$ cat src/rtl/seq_divider_pkg.sv
// Shared definitions for the sequential divider.
//   div_state_e      : divider FSM state encoding
//   DivOpSignedBit   : div_op bit selecting signed DIV
//   DivOpUnsignedBit : div_op bit selecting unsigned DIVU
//   DivResultWd      : width of {remainder, quotient} at the default operand width
package seq_divider_pkg;

    typedef enum logic [1:0] {
        DivIdle = 2'd0,
        DivBusy = 2'd1,
        DivDone = 2'd2
    } div_state_e;

    localparam int unsigned DivOpSignedBit   = 0;
    localparam int unsigned DivOpUnsignedBit = 1;
    localparam int unsigned DivResultWd      = 64;

    typedef logic [DivResultWd-1:0] div_result_t;

endpackage

$ cat src/rtl/seq_divider_div_step.sv
// One radix-2 restoring division step (combinational).
//   rem_in   : current partial remainder (WIDTH+1 bits)
//   next_bit : next dividend bit shifted into the remainder
//   divisor  : magnitude of the divisor
//   rem_out  : partial remainder after the trial subtraction
//   q_bit    : quotient bit, set when the subtraction did not borrow
module div_step #(
    parameter int unsigned WIDTH = 32
) (
    input  logic [WIDTH:0]   rem_in,
    input  logic             next_bit,
    input  logic [WIDTH-1:0] divisor,
    output logic [WIDTH:0]   rem_out,
    output logic             q_bit
);

    logic [WIDTH+1:0] shifted;
    logic [WIDTH+1:0] diff;

    always_comb begin
        shifted = {rem_in, next_bit};
        diff    = shifted - {2'b00, divisor};
        // The top bit of diff is the borrow out of the trial subtraction.
        q_bit   = ~diff[WIDTH+1];
        rem_out = q_bit ? diff[WIDTH:0] : shifted[WIDTH:0];
    end

endmodule

$ cat src/rtl/seq_divider.sv
// Iterative radix-2 restoring divider for DIV/DIVU.
//   clk, reset      : clock and asynchronous active-high reset
//   cancel          : flush, aborts any operation and returns to idle
//   div_op          : [0] signed, [1] unsigned, 2'b00 no request
//   dividend/divisor: operands, sampled only on the acceptance edge
//   div_in_valid    : request valid; div_in_ready high only when idle
//   div_result      : {remainder, quotient}, meaningful while div_out_valid
//   div_out_valid   : result valid; div_out_ready accepts it
module seq_divider
    import seq_divider_pkg::*;
#(
    parameter int unsigned WIDTH = 32,
    parameter int unsigned CNT_W = 6
) (
    input  logic               clk,
    input  logic               reset,
    input  logic               cancel,
    input  logic [1:0]         div_op,
    input  logic [WIDTH-1:0]   dividend,
    input  logic [WIDTH-1:0]   divisor,
    input  logic               div_in_valid,
    output logic               div_in_ready,
    output logic [2*WIDTH-1:0] div_result,
    output logic               div_out_valid,
    input  logic               div_out_ready
);

    div_state_e       state;
    logic [CNT_W-1:0] counter;
    logic [WIDTH:0]   rem_q;
    // Holds the dividend magnitude; quotient bits shift in as dividend bits shift out.
    logic [WIDTH-1:0] quo_q;
    logic [WIDTH-1:0] divisor_q;
    logic [WIDTH-1:0] dividend_orig_q;
    logic             is_signed_q;
    logic             sign_q;
    logic             sign_r;
    logic             div_by_zero_q;

    logic [WIDTH:0]   rem_next;
    logic             q_bit;
    logic             request;
    logic             op_signed;
    logic [WIDTH-1:0] quotient;
    logic [WIDTH-1:0] remainder;

    // Signed wins when both op bits are set.
    assign op_signed = div_op[DivOpSignedBit];
    assign request   = div_in_valid && (div_op[DivOpSignedBit] || div_op[DivOpUnsignedBit]);

    div_step #(
        .WIDTH(WIDTH)
    ) u_div_step (
        .rem_in  (rem_q),
        .next_bit(quo_q[WIDTH-1]),
        .divisor (divisor_q),
        .rem_out (rem_next),
        .q_bit   (q_bit)
    );

    always_ff @(posedge clk or posedge reset) begin
        if (reset) begin
            state           <= DivIdle;
            counter         <= '0;
            rem_q           <= '0;
            quo_q           <= '0;
            divisor_q       <= '0;
            dividend_orig_q <= '0;
            is_signed_q     <= 1'b0;
            sign_q          <= 1'b0;
            sign_r          <= 1'b0;
            div_by_zero_q   <= 1'b0;
            div_in_ready    <= 1'b1;
            div_out_valid   <= 1'b0;
        end else if (cancel) begin
            state         <= DivIdle;
            counter       <= '0;
            div_in_ready  <= 1'b1;
            div_out_valid <= 1'b0;
        end else begin
            unique case (state)
                DivIdle: begin
                    if (request) begin
                        state           <= DivBusy;
                        div_in_ready    <= 1'b0;
                        counter         <= '0;
                        rem_q           <= '0;
                        is_signed_q     <= op_signed;
                        sign_q          <= dividend[WIDTH-1] ^ divisor[WIDTH-1];
                        sign_r          <= dividend[WIDTH-1];
                        quo_q           <= (op_signed && dividend[WIDTH-1]) ? -dividend : dividend;
                        divisor_q       <= (op_signed && divisor[WIDTH-1]) ? -divisor : divisor;
                        div_by_zero_q   <= (divisor == '0);
                        dividend_orig_q <= dividend;
                    end
                end
                DivBusy: begin
                    rem_q <= rem_next;
                    quo_q <= {quo_q[WIDTH-2:0], q_bit};
                    if (counter == CNT_W'(WIDTH - 1)) begin
                        state         <= DivDone;
                        counter       <= '0;
                        div_out_valid <= 1'b1;
                    end else begin
                        counter <= counter + 1'b1;
                    end
                end
                DivDone: begin
                    if (div_out_ready) begin
                        state         <= DivIdle;
                        div_out_valid <= 1'b0;
                        div_in_ready  <= 1'b1;
                    end
                end
                default: begin
                    state         <= DivIdle;
                    div_in_ready  <= 1'b1;
                    div_out_valid <= 1'b0;
                end
            endcase
        end
    end

    // Sign fix-up: quotient sign is the XOR of operand signs, remainder follows the dividend.
    always_comb begin
        quotient  = quo_q;
        remainder = rem_q[WIDTH-1:0];
        if (is_signed_q && sign_q) begin
            quotient = -quo_q;
        end
        if (is_signed_q && sign_r) begin
            remainder = -rem_q[WIDTH-1:0];
        end
        div_result = '0;
        if (state == DivDone) begin
            div_result = div_by_zero_q ? {dividend_orig_q, {WIDTH{1'b1}}} : {remainder, quotient};
        end
    end

endmodule

$ cat config.mk
export PLATFORM = sky130hd
export DESIGN_NAME = seq_divider
export DESIGN_NICKNAME = d
export VERILOG_FILES = /design/src/rtl/seq_divider_pkg.sv /design/src/rtl/seq_divider_div_step.sv /design/src/rtl/seq_divider.sv
export SDC_FILE = /design/constraint.sdc
export NUM_CORES = 1
export LEC_CHECK = 0
export ABC_CLOCK_PERIOD_IN_PS = 9100
export BUFFER_PORTS_ARGS = -buffer_cell sky130_fd_sc_hd__buf_4
export CAP_MARGIN = 40
export CORE_UTILIZATION = 40
export CTS_CLUSTER_DIAMETER = 80
export DETAILED_ROUTE_END_ITERATION = 16
export GPL_ROUTABILITY_DRIVEN = 1
export SLEW_MARGIN = 10
export SYNTH_ARGS = -nofsm -noshare
export SYNTH_HDL_FRONTEND = slang
export SYNTH_SLANG_ARGS = --single-unit
$ cat constraint.sdc
create_clock -name clk -period 9.1 [get_ports clk]
set_input_delay 0.91 -clock clk [delete_from_list [all_inputs] [get_ports clk]]
set_output_delay 0.91 -clock clk [all_outputs]
set_load 0.005 [all_outputs]
---- Word level (Yosys, flattened, before mapping) ----
Index checks and enable logic that the tools add are counted.
cells by class
  add/subtract/negate cells ............... 6
  eq/ne operators ......................... 9
  muxes and demuxes ....................... 28
  bitwise logic cells ..................... 3
  reductions and logical operators ........ 16
operators with widths
  kind                   count
  $mux W32               5
  $mux W64               2
  $neg A32 Y32           4
  $mux W33               2
  $pmux W33 S2           1
  $pmux W32 S2           1
  $sub A34 B32 Y34       1
  $logic_not A32 Y1      1
  $mux W6                3
  $reduce_and A3 Y1      5
  $pmux W6 S2            1
  $ne A3 B3 Y1 const B   3
  $mux W2                4
  $add A6 B1 Y6 const B  1
  $eq A6 B5 Y1 const B   1
  $mux W1                6
  $ne A2 B2 Y1 const B   3
  $pmux W1 S3            2
  $pmux W2 S3            1
  $logic_and A1 B1 Y1    5
  $reduce_bool A3 Y1     1
  $eq A2 B1 Y1 const B   1
  $eq A2 B2 Y1 const B   1
  $logic_not A2 Y1       1
  5 further kinds        6
storage, ports and cells
  bits in registers ....................... 143
  output and inout port bits .............. 66

---- Depth between registers and ports, before layout ----
  word-level depth ........................ 5
  gate-level depth with buffers ........... 14
  depth with buffers taken out ............ 13

---- Hierarchy ----
Synthesis repeated with hierarchy kept, for this count alone.
unflattened totals
  cell total of the unflattened synthesis .. 1497
  area total of the unflattened synthesis .. 11387.2 um^2
by module, submodules not included
  module       times used  cells an instance  area an instance (um^2)
  seq_divider  1           1169               9216.3
  div_step     1           328                2170.8

---- Least setup slack after synthesis ----
No wires, ideal clock.
  path type ............................... reg-to-output
  from .................................... register rem_q[5]
  to ...................................... output div_result[62]
  data arrival time ....................... 2474 ps
  required time ........................... 8190 ps
  path slack .............................. 5716 ps
  stages on the path, launching flop included .. 10
  path buffers ............................ 0
  cell sequence ........................... dfrtp_1 -> or3_4 -> nor4_4 -> nand3b_2 -> or4_4 -> nand2b_4 -> o31a_1 -> xnor2_1 -> mux2i_1 -> nor2_1
on the way
  cells in the longest elaborated chain, start to end .. 4
ends and longest elaborated chain
  element                 line                source
  start, declared         seq_divider.sv:30   logic [WIDTH:0] rem_q;
  start signal, assigned  seq_divider.sv:98   rem_q <= rem_next;
  $neg A32 Y32            seq_divider.sv:132  remainder = -rem_q[WIDTH-1:0];
  $mux W32                seq_divider.sv:131  if (is_signed_q && sign_r) begin
  $mux W64                seq_divider.sv:136  div_result = div_by_zero_q ? {dividend_orig_q, {WIDTH{1'b1}}} : {remainder, quotient};
  $mux W64                seq_divider.sv:135  if (state == DivDone) begin
  end, declared           seq_divider.sv:23   output logic [2*WIDTH-1:0] div_result,
No other way between the ends.

---- Final worst setup path ----
  from .................................... register quo_q[0]
  to ...................................... output div_result[31]
on the way
  cells in the longest elaborated chain, start to end .. 4
ends and longest elaborated chain
  element                 line                source
  start, declared         seq_divider.sv:32   logic [WIDTH-1:0] quo_q;
  start signal, assigned  seq_divider.sv:91   quo_q <= (op_signed && dividend[WIDTH-1]) ? -dividend : dividend;
  start signal, assigned  seq_divider.sv:99   quo_q <= {quo_q[WIDTH-2:0], q_bit};
  $neg A32 Y32            seq_divider.sv:129  quotient = -quo_q;
  $mux W32                seq_divider.sv:128  if (is_signed_q && sign_q) begin
  $mux W64                seq_divider.sv:136
  $mux W64                seq_divider.sv:135
No other way between the ends.

==> impl_metrics.toml <==
[worst_setup_path]
crit_arrival_ns = 3.57
cp_slowest_stage_delay_ns = 0.53
timing.critical_path.mode_cell = "a21oi_1"
cp_max_fo = 6
timing.critical_path.buf_inv = 1
cp-end-kind = "primary output"
path_cells = "nor4_1 > nand2_1 > o31ai_1 > o21ai_1 > a21oi_1 > o21ai_0 > xnor2_1 > a21oi_1 > buf_4"
worst_path_dominant_cell_family = "compound AO/OA/AOI/OAI gates"
critical_path_start_type = "register"
required_time_of_the_critical_path_ns = 8.19
ff2ff_setup_slack_ns = 5.30
cpMaxStageDelayCell = "nor4_1"
timing.setup.critical_path_class = "reg2out"

[floorplanning]
chipHeight_um = 168
fp_rows = 60
initial_utilization_pct = 40.9
io_pins = 137
placeableCoreArea_um2 = 27000
die_w_um = 168
design.die.area_um2 = 28200

[cells_and_area]
seq_area_um2 = 3560
footprint_of_the_multi_input_gates_um2 = 6950
syn_to_final_growth_pct = 17.9
drive_gt1_share_pct = 13.9
design.final.nets = 1652
num_antenna_cells = 0
fillerInstances = 2686

[min_path]
timing.hold.worst.class = "reg2reg"

[yosys]
synth.avg_cell_area_um2 = 7.58
synthDistinctLibCells = 75
synth_seq_area_share_pct = 32.3
syn_inst = 1453
synth.area.mux_share_pct = 0.727
synth_enable_flop_cells = 0
syn-num-nets = 1562
yosys.area_share.xor_xnor_pct = 10.9
dominant_combinational_cell_family_by_area_after_synthesis = "compound AO/OA/AOI/OAI gates"
synth-warning-count = 0
share_of_synthesized_flip_flops_with_an_asynchronous_set_or_reset_pct = 100
synth.cell_area_um2 = 11000
synth_top_area_share_pct = 32.0
synth_top_flop_cell = "dfrtp_1"
synth.area.top_cells = "dfrtp_1 32%, nand2_1 8.2%, a21oi_1 7.7%, xnor2_1 6.4%, o21ai_0 5.7%"
yosys.area.top_type = "dfrtp_1"
postSynthRegisterBits = 142
synth-compound-area-share_pct = 24.9
synth_simple_gate_area_share_pct = 22.0
synth-adder-area-share_pct = 4.39

[drt]
post-route-drc-count = 0
vias_per_cell = 5.72
ant_nets = 0
drt-pass1-iter-count = 5
via_count = 10900
detail_route.wirelength_um = 34600
drtIter0Drc = 889
routedWlPerCell_um = 18.2

[timing]
setup_viol = 0
finalWorstPathRequiredPeriod_ns = 4.48
setup-tns-final_ns = 0
slew_headroom_pct = 37.3
hold-worst-slack_ns = 0.476
worstMarginPinSlew_ns = 0.933
final_hold_viol_count = 0
clock.fmax_mhz = 223
rsz0062_at_grt = "false"
finalClockSkew_ns = 0.0100
final.period_utilization_pct = 49.2
drv_slew = 0

[clock_network]
number_of_buffers_inserted_during_clock_tree_synthesis = 17
clockBufferDepth = 2
clk_latency_ns = 0.43
tritoncts = "yes"
cts.repair.resized = 0
holdBufCountCts = 0
clk_root_buffer_cell = "clkbuf_16"
clk_transition_reported_paths_ns = 0.06
cts.repair_timing.setup_buffer_count = 0
cts_max_level = 4
clock-sinks = 142

[grt]
globalRouteTotalUtil_pct = 24.9
globalRoute.totalOverflow = 0
grt_pass1_wl_um = 55600
grt_max_degree = 88
first_global_vias = 10100
antenna_found_initial = 0

[power_and_ir_drop]
power.static_leakage_nw = 5.81
power_density_nw_per_um2 = 311
ir_worst_vdd_mv = 0.134

[outcome]
run_status = "completed"

[placement]
dp.final_hpwl_um = 25500
io_buf_count = 136
gpl.final_weighted_congestion = 0.904

[flow_run]
timing.max_cap.violations = 0
## Yosys cell counts, drive strengths merged, types with 4 or more instances
cell	n
a211oi	7
a21o	16
a21oi	169
a31oi	12
a32o	4
and2	13
and3	7
buf	8
clkbuf	73
dfrtp	141
ha	37
inv	59
mux2i	8
nand2	243
nand2b	11
nand3	17
nor2	154
nor2b	7
nor3	28
nor4	25
o211ai	27
o21a	5
o21ai	131
o311ai	20
o31ai	18
o41ai	13
or2	5
or3	13
or4	9
xnor2	80
xor2	57
## final timing paths
kind                                    start                  to  cells after the start
min in group asynchronous               reset  dividend_orig_q[3]                      2
max reg2reg                         quo_q[31]           rem_q[32]                     13
min reg2reg                dividend_orig_q[8]  dividend_orig_q[8]                      2
min                        dividend_orig_q[8]  dividend_orig_q[8]                      2
max                                  quo_q[0]      div_result[31]                      9
max in group asynchronous               reset        div_in_ready                      4
## worst min-delay path: stages (launching register included)
cell and delay (ns):
dfrtp_1 0.34, nand2_1 0.05, nand2_1 0.05
## area by class of cell
class,count,share of cell area [%]
clock inverter,13,1.64
tap,341,3.29
inverter,59,1.74
multi-input combinational,1171,53.5
timing repair buffer,152,9.03
sequential,142,27.4
clock buffer,19,3.41
## where the power goes
group / internal (mW) / total, mW / leakage, nW / switching, mW
Clock: 0.496 / 0.801 / 0.310 / 0.305
Sequential: 0.821 / 1.08 / 1.81 / 0.258
Combinational: 0.849 / 2.15 / 3.70 / 1.31
## cell usage in the layout (no fill, tap or decap), drive strengths merged, types with 20 or more instances in the layout
cell and instances:
dfrtp 141, nor4 25, xnor2 80, nor3 28, ha 37, o211ai 27, xor2 57, o21ai 131
nor2 154, a21oi 169, buf 152, o311ai 20, inv 60, nand2 243
## cell families after synthesis
logic type,after synthesis
and+or+nand+nor,542
AOI/OAI and AO/OA,446
DFF,142
buffers and inverters,140
xor gates and xnor gates,137
adders and majority gates,38
muxes,8
## routing by layer
metal | part of all wire [%] | routed length [um] | vias to the layer above | global-route usage [%]
li1 | - | - | 5282 | -
met1 | 47 | 16400 | 5201 | 35.1
met2 | 46 | 15900 | 341 | 39.8
met3 | 5.0 | 1730 | 35 | 3.93
met4 | 1.6 | 564 | 0 | 5.86
met5 | 0 | 0 | - | 0
## metrics by stage
stage               total power [mW]  instances  worst slack [ns]  utilization (%)  instance area [um2]
CTS                             4.02       1896              4.65             48.1                13000
floorplan                       2.59       1453              4.38                -                11000
global placement                3.17       1862              5.09             45.5                12300
global route                    4.33       1897              4.43             48.2                13000
finish                          4.04       1897              4.62             48.2                13000
detailed placement              3.21       1864              5.10             45.7                12300
## registers in the layout, indices dropped and copies added (netlist names), 2 cells and up
name             flops
state                2
dividend_orig_q     32
divisor_q           32
counter              6
quo_q               32
rem_q               33
No activity file was read; power rests on OpenSTA's default activity.
